<file path="config.mk">
export PLATFORM = sky130hd
export DESIGN_NAME = avalon_pio_ext
export DESIGN_NICKNAME = d
export VERILOG_FILES = /design/src/rtl/avalon_pio_ext.sv
export SDC_FILE = /design/constraint.sdc
export NUM_CORES = 1
export LEC_CHECK = 0
export CORE_MARGIN = 10
export CORE_UTILIZATION = 46
export DETAILED_ROUTE_END_ITERATION = 10
export PLACE_DENSITY = 0.76
export SLEW_MARGIN = 5
export SYNTH_ARGS = -nofsm -noshare
export SYNTH_HDL_FRONTEND = slang
export SYNTH_SLANG_ARGS = --single-unit
export TNS_END_PERCENT = 50
</file>
<file path="constraint.sdc">
create_clock -name clk -period 1.76 [get_ports clk]
set_clock_uncertainty 0.15 [all_clocks]
set_input_delay 0.352 -clock clk [delete_from_list [all_inputs] [get_ports clk]]
set_output_delay 0.352 -clock clk [all_outputs]
set_load 0.005 [all_outputs]
</file>
<file path="src/rtl/avalon_pio_ext.sv">
// Avalon-MM parallel I/O slave: per-bit direction, atomic set/clear, synchronised
// inputs with sticky edge capture and a maskable level interrupt.
module avalon_pio_ext #(
    parameter int               WIDTH       = 8,
    parameter logic [WIDTH-1:0] OUT_RESET   = '0,
    parameter logic [WIDTH-1:0] DIR_RESET   = '0,
    parameter int               SYNC_STAGES = 2,
    parameter int               EDGE_TYPE   = 0
) (
    input  logic             clk,
    input  logic             reset_n,
    input  logic [2:0]       address,
    input  logic             chipselect,
    input  logic             write_n,
    input  logic             read_n,
    input  logic [31:0]      writedata,
    output logic [31:0]      readdata,
    input  logic [WIDTH-1:0] in_port,
    output logic [WIDTH-1:0] out_port,
    output logic [WIDTH-1:0] out_en,
    output logic             irq
);

    localparam logic [2:0] ADDR_DATA    = 3'd0;
    localparam logic [2:0] ADDR_DIR     = 3'd1;
    localparam logic [2:0] ADDR_IRQMASK = 3'd2;
    localparam logic [2:0] ADDR_EDGECAP = 3'd3;
    localparam logic [2:0] ADDR_OUTSET  = 3'd4;
    localparam logic [2:0] ADDR_OUTCLR  = 3'd5;
    localparam logic [2:0] ARM_COUNT    = 3'(SYNC_STAGES + 1);

    logic             wr_en;
    logic             rd_en;
    logic [WIDTH-1:0] wdata;
    logic             unused_wdata;

    logic [WIDTH-1:0] data_out;
    logic [WIDTH-1:0] dir;
    logic [WIDTH-1:0] irqmask;
    logic [WIDTH-1:0] edgecap;
    logic [WIDTH-1:0] sync_chain [SYNC_STAGES];
    logic [WIDTH-1:0] sync_in;
    logic [WIDTH-1:0] sync_prev;
    logic [2:0]       arm_cnt;
    logic             edge_armed;
    logic [WIDTH-1:0] edges;
    logic [WIDTH-1:0] cap_clear;
    logic [31:0]      read_mux;

    assign wr_en        = chipselect & ~write_n;
    assign rd_en        = chipselect & ~read_n;
    assign wdata        = writedata[WIDTH-1:0];
    assign unused_wdata = ^writedata;

    assign sync_in    = sync_chain[SYNC_STAGES-1];
    assign edge_armed = (arm_cnt == ARM_COUNT);

    // Synchroniser chain plus one history flop for edge detection.
    always_ff @(posedge clk or negedge reset_n) begin
        if (!reset_n) begin
            for (int i = 0; i < SYNC_STAGES; i++) begin
                sync_chain[i] <= '0;
            end
            sync_prev <= '0;
        end else begin
            sync_chain[0] <= in_port;
            for (int i = 1; i < SYNC_STAGES; i++) begin
                sync_chain[i] <= sync_chain[i-1];
            end
            sync_prev <= sync_in;
        end
    end

    // Holds off capture until the chain has flushed, so pins already high
    // at reset release are not mistaken for rising edges.
    always_ff @(posedge clk or negedge reset_n) begin
        if (!reset_n) begin
            arm_cnt <= '0;
        end else if (!edge_armed) begin
            arm_cnt <= arm_cnt + 3'd1;
        end
    end

    always_comb begin
        edges = '0;
        case (EDGE_TYPE)
            0:       edges = sync_in & ~sync_prev;
            1:       edges = ~sync_in & sync_prev;
            default: edges = sync_in ^ sync_prev;
        endcase
        if (!edge_armed) begin
            edges = '0;
        end
    end

    always_comb begin
        cap_clear = '0;
        if (wr_en && address == ADDR_EDGECAP) begin
            cap_clear = wdata;
        end
    end

    always_ff @(posedge clk or negedge reset_n) begin
        if (!reset_n) begin
            data_out <= OUT_RESET;
            dir      <= DIR_RESET;
            irqmask  <= '0;
        end else if (wr_en) begin
            case (address)
                ADDR_DATA:    data_out <= wdata;
                ADDR_DIR:     dir      <= wdata;
                ADDR_IRQMASK: irqmask  <= wdata;
                ADDR_OUTSET:  data_out <= data_out | wdata;
                ADDR_OUTCLR:  data_out <= data_out & ~wdata;
                default:      ;
            endcase
        end
    end

    // A new edge in the same cycle as a clear keeps the bit set.
    always_ff @(posedge clk or negedge reset_n) begin
        if (!reset_n) begin
            edgecap <= '0;
        end else begin
            edgecap <= (edgecap & ~cap_clear) | edges;
        end
    end

    always_comb begin
        read_mux = '0;
        case (address)
            ADDR_DATA:    read_mux[WIDTH-1:0] = (sync_in & ~dir) | (data_out & dir);
            ADDR_DIR:     read_mux[WIDTH-1:0] = dir;
            ADDR_IRQMASK: read_mux[WIDTH-1:0] = irqmask;
            ADDR_EDGECAP: read_mux[WIDTH-1:0] = edgecap;
            default:      read_mux = '0;
        endcase
    end

    always_ff @(posedge clk or negedge reset_n) begin
        if (!reset_n) begin
            readdata <= '0;
        end else if (rd_en) begin
            readdata <= read_mux;
        end
    end

    assign out_port = data_out;
    assign out_en   = dir;
    assign irq      = |(edgecap & irqmask);

endmodule

</file>
; Word-level counts from Yosys, hierarchy flattened
; Cells that the tools add are included.
[totals]
regBits = 67
input_bits = 48
word_cells = 44
[classes]
n_addsub = 1
eq_ne = 6
n_mux = 4
bitwise = 17
n_reduce_logical = 7
[ops]
columns = operator, count
row1 = 8-bit bitwise AND, 6
row2 = 8-bit inverter, 4
row3 = 8-bit one-hot mux with 4 select lines, 1
row4 = 8-bit OR, 3
row5 = 8-bit one-hot mux with 3 select lines, 1
row6 = 8-bit two-way mux, 2
row7 = "3-bit by 2-bit equality test with 1-bit output, second input constant", 3
row8 = 8-bit OR reduction, 1
row9 = "3-bit equality test, second input constant", 2
row10 = 2-bit AND reduction, 3
row11 = "3-bit by 1-bit adder with 3-bit output, second input constant", 1
row12 = "3-bit by 1-bit equality test with 1-bit output, second input constant", 1
row13 = 3-bit logical NOT, 1
row14 = 3-bit nonzero test, 1
row15 = 1-bit bitwise AND, 2
row16 = 1-bit inverter, 2
row17 = 1-bit logical AND, 1

; Depth between registers and ports, before layout
[logic_depth]
word_depth = 7
mapped_depth = 6
depth_no_buf = 4

; Least setup slack after synthesis
; No wires, ideal clock.
[synth_timing]
path_kind = input to register
from = in address[0]
to = reg dir[0], in the netlist out_en[0]
setup_ns = 0.125
arrival_time_ns = 1.452
required_ns = 1.485
setup_slack_ns = 0.033
path_stages = 5
path_cell_list = buf_4 -> inv_2 -> or4_4 -> buf_6 -> mux2_4
[synth_between]
elab_chain_len = 2
[synth_rtl]
columns = element, line_no
row1 = "start, declared", 12  ; input logic [2:0] address,
row2 = 3-bit by 1-bit equality test with 1-bit output, 109  ; case (address)
row3 = 2-bit AND reduction (no source line), --
row4 = "end signal, assigned", 111  ; ADDR_DIR: dir <= wdata;
row5 = "end, declared", 38  ; logic [WIDTH-1:0] dir;
; Every way passes these cells.
; A chain may end at the register's enable or synchronous reset.

; Final worst setup path
[layout_timing]
from = in address[2]
to = reg dir[2], in the netlist out_en[2]
; Same word-level chain as after synthesis.

==> out/qor.csv <==
metric;value;unit
status;complete, no violations;
htreeDepth;3;
worst_setup_path_end_kind;register;
worstSkewPairLatency;330;ps
critPathMaxFanout;8;
critPathMaxStageDelay;640;ps
antenna_found_initial;0;
ys.flop_type;dfrtp_1;
synth_xor_area_share;0.299;%
path_buf_inv;1;
cts_tree;built;
clk_path_buf_depth;2;
drive_gt1_share;22.8;%
seq_area_frac_synth;57.2;%
critPathTopFamily;simple AND/OR/NAND/NOR gates;
drt_iter0_markers;110;
grt_pass1_vias;2198;
start_util;46.7;%
grt_overflow;0;
grt_pass1_wl;11.3;mm
rows;29;
grt_setup_unrepaired;yes;
place_area;3520;sq um
routed_wl;6.81;mm
dieArea;9970;sq um
yosys_register_bits;67;
synth_mux_area_share;11.0;%
arrival;1800;ps
wl_per_cell;17.6;microns
crit_chain;clkdlybuf4s50_1 > or4_4 > mux2_4;
ff2ff_path_depth;5;
totalNegativeSetupSlack;0;ps
clock.fmax;0.578;GHz
synthAdderAreaFrac;0.854;%
path_clk_slew;70;ps
max_cap_violations;0;
clock-sinks;67;
nNetsFinal;356;
cp_data_required_time;1830;ps
cts_buffers;9;
period_minus_slack;1730;ps
path_class;primary input to register;
start_kind;primary input;
peakVddDrop;0.000507;V
ys.warnings.count;0;
vias;2013;
power.density;1050;nW/um^2
portBuffers;48;
diodes;0;
grt_util_all_layers;14.2;%
leakage;1.72;nW
dpl.hpwl;4.90;mm
num-fill-cells;532;
drc;0;
vias_per_cell;5.19;
die_h;99.8;microns
synth_compound_gate_area_share;13.3;%
core_area;6280;sq um
synth-edff-count;0;
fin_area;3750;sq um
setup_viol;0;
synth_top_family_by_area;compound AO/OA/AOI/OAI gates;
async_flop_share;100;%
slowest_stage;or4_4;
synth.distinct_cells;33;
gp_congestion;0.887;
syn_area_per_cell;12.3;sq um
grt_max_degree;26;
worst_pin_slew;601;ps
maxSlewViolCount;0;
final_hold_viol_count;0;
syn-cell-area;2930;sq um
yosys.area_share.simple;8.54;%
period_share;98.4;%
die_w;99.8;microns
firstDrtPassIters;4;
area_growth;28.0;%
hp-class;register to register;
clockRootBuffer;clkbuf_8;
hold_depth;0;
synth_cells;238;
maxSlewHeadroom;59.7;%
path_depth;3;
ioPinCount;97;
ant_nets;0;
-- cell families (layout without fill, tap and decap cells) --
family	after synthesis	count (layout)
adders and majority gates	2	2
AOI/OAI and AO/OA	59	59
other	1	24
DFF	67	67
buffers and inverters	41	91
muxes	26	26
xor gates and xnor gates	1	1
and+or+nand+nor	41	41
-- cell type report --
class                      count  area [sq um]  area share (%)
clock buffer                  15           186            4.97
sequential                    67          1680            44.7
timing repair buffer          70           651            17.3
inverter                       5          18.8           0.500
multi-input combinational    153          1120            29.8
clock inverter                 1          5.00           0.133
tap                           77          96.3            2.57
-- flip-flops by register name, indices dropped and copies added (netlist names) --
register	count
arm_cnt	3
sync_in	8
edgecap	8
out_port	8
readdata	8
sync_chain	8
irqmask	8
sync_prev	8
out_en	8
-- layer usage --
layer / vias up / wire (microns) / track usage [%]
met4: 0 / 113 / 5.84
met5: - / 0 / 0
met1: 990 / 3110 / 18.6
met2: 69 / 3080 / 21.5
li1: 943 / - / -
met3: 11 / 513 / 4.05
-- synth_stat cells, types with 2 or more instances --
cell type | instances | area (sq um)
inv_1 | 4 | 15.0
mux2_2 | 17 | 191
a22oi_1 | 12 | 90.1
nand2b_1 | 2 | 12.5
nand3b_1 | 2 | 15.0
nor4bb_1 | 9 | 90.1
buf_4 | 25 | 188
nand2_1 | 16 | 60.1
mux2_4 | 8 | 120
a21oi_1 | 5 | 25.0
ha_1 | 2 | 25.0
o21ai_0 | 25 | 125
dfrtp_1 | 67 | 1680
o21a_1 | 5 | 37.5
a221o_1 | 8 | 80.1
nor2_1 | 5 | 18.8
o31a_1 | 3 | 26.3
clkbuf_1 | 8 | 30.0
-- path summary, 6_finish.rpt --
check	startpoint	to	slack [ps]
min	sync_chain[15]	sync_in[7]	200
max in group asynchronous	reset_n	edgecap[7]	620
min in group asynchronous	reset_n	sync_chain[13]	350
min reg2reg	sync_chain[15]	sync_in[7]	200
max	address[2]	out_en[2]	30
max reg2reg	arm_cnt[0]	edgecap[3]	360
-- cell usage in the layout (no fill, tap or decap), drive strengths merged --
master,n
a21oi,5
a221o,8
a22oi,12
buf,23
clkbuf,15
clkdlybuf4s50,24
clkinv,1
conb,24
dfrtp,67
dlygate4sd2,19
dlygate4sd3,1
dlymetal6s2s,3
ha,2
inv,5
mux2,25
mux2i,1
nand2,16
nand2b,2
nand3b,2
nand4,1
nand4bb,1
nor2,6
nor3,1
nor3b,1
nor4bb,9
o21a,5
o21ai,26
o31a,3
or3,1
or4,1
xnor2,1
-- power breakdown --
group	internal, W	leakage, nW	switching (W)
clock	0.000665	0.0997	0.000547
sequential	0.00175	0.778	0.000184
combinational	0.000494	0.847	0.000293
total	0.00291	1.72	0.00102
-- through the flow --
stage / worst slack (ps) / cells / total power, W / util (%) / hold slack [ps]
4_1_cts: 5.46 / 388 / 0.00397 / 59.5 / 200
5_1_grt: -16.5 / 388 / 0.00414 / 59.8 / 203
3_5_place_dp: -543 / 369 / 0.00281 / 56.1 / 184
2_1_floorplan: 32.6 / 261 / 0.00233 / - / -93.6
6_report: 29.0 / 388 / 0.00393 / 59.8 / 198
3_3_place_gp: -451 / 369 / 0.00278 / 56.1 / 183
-- what timing repair did --
action                                 in CTS  in global routing
setup endpoints to repair                  33                 17
buffers inserted                            2                  0
pin swaps                                   4                  3
hold buffers                                1                  0
endpoints found under the hold margin      17                  0
resized for setup                          28                  5
Power figures use the tool's default switching activity.
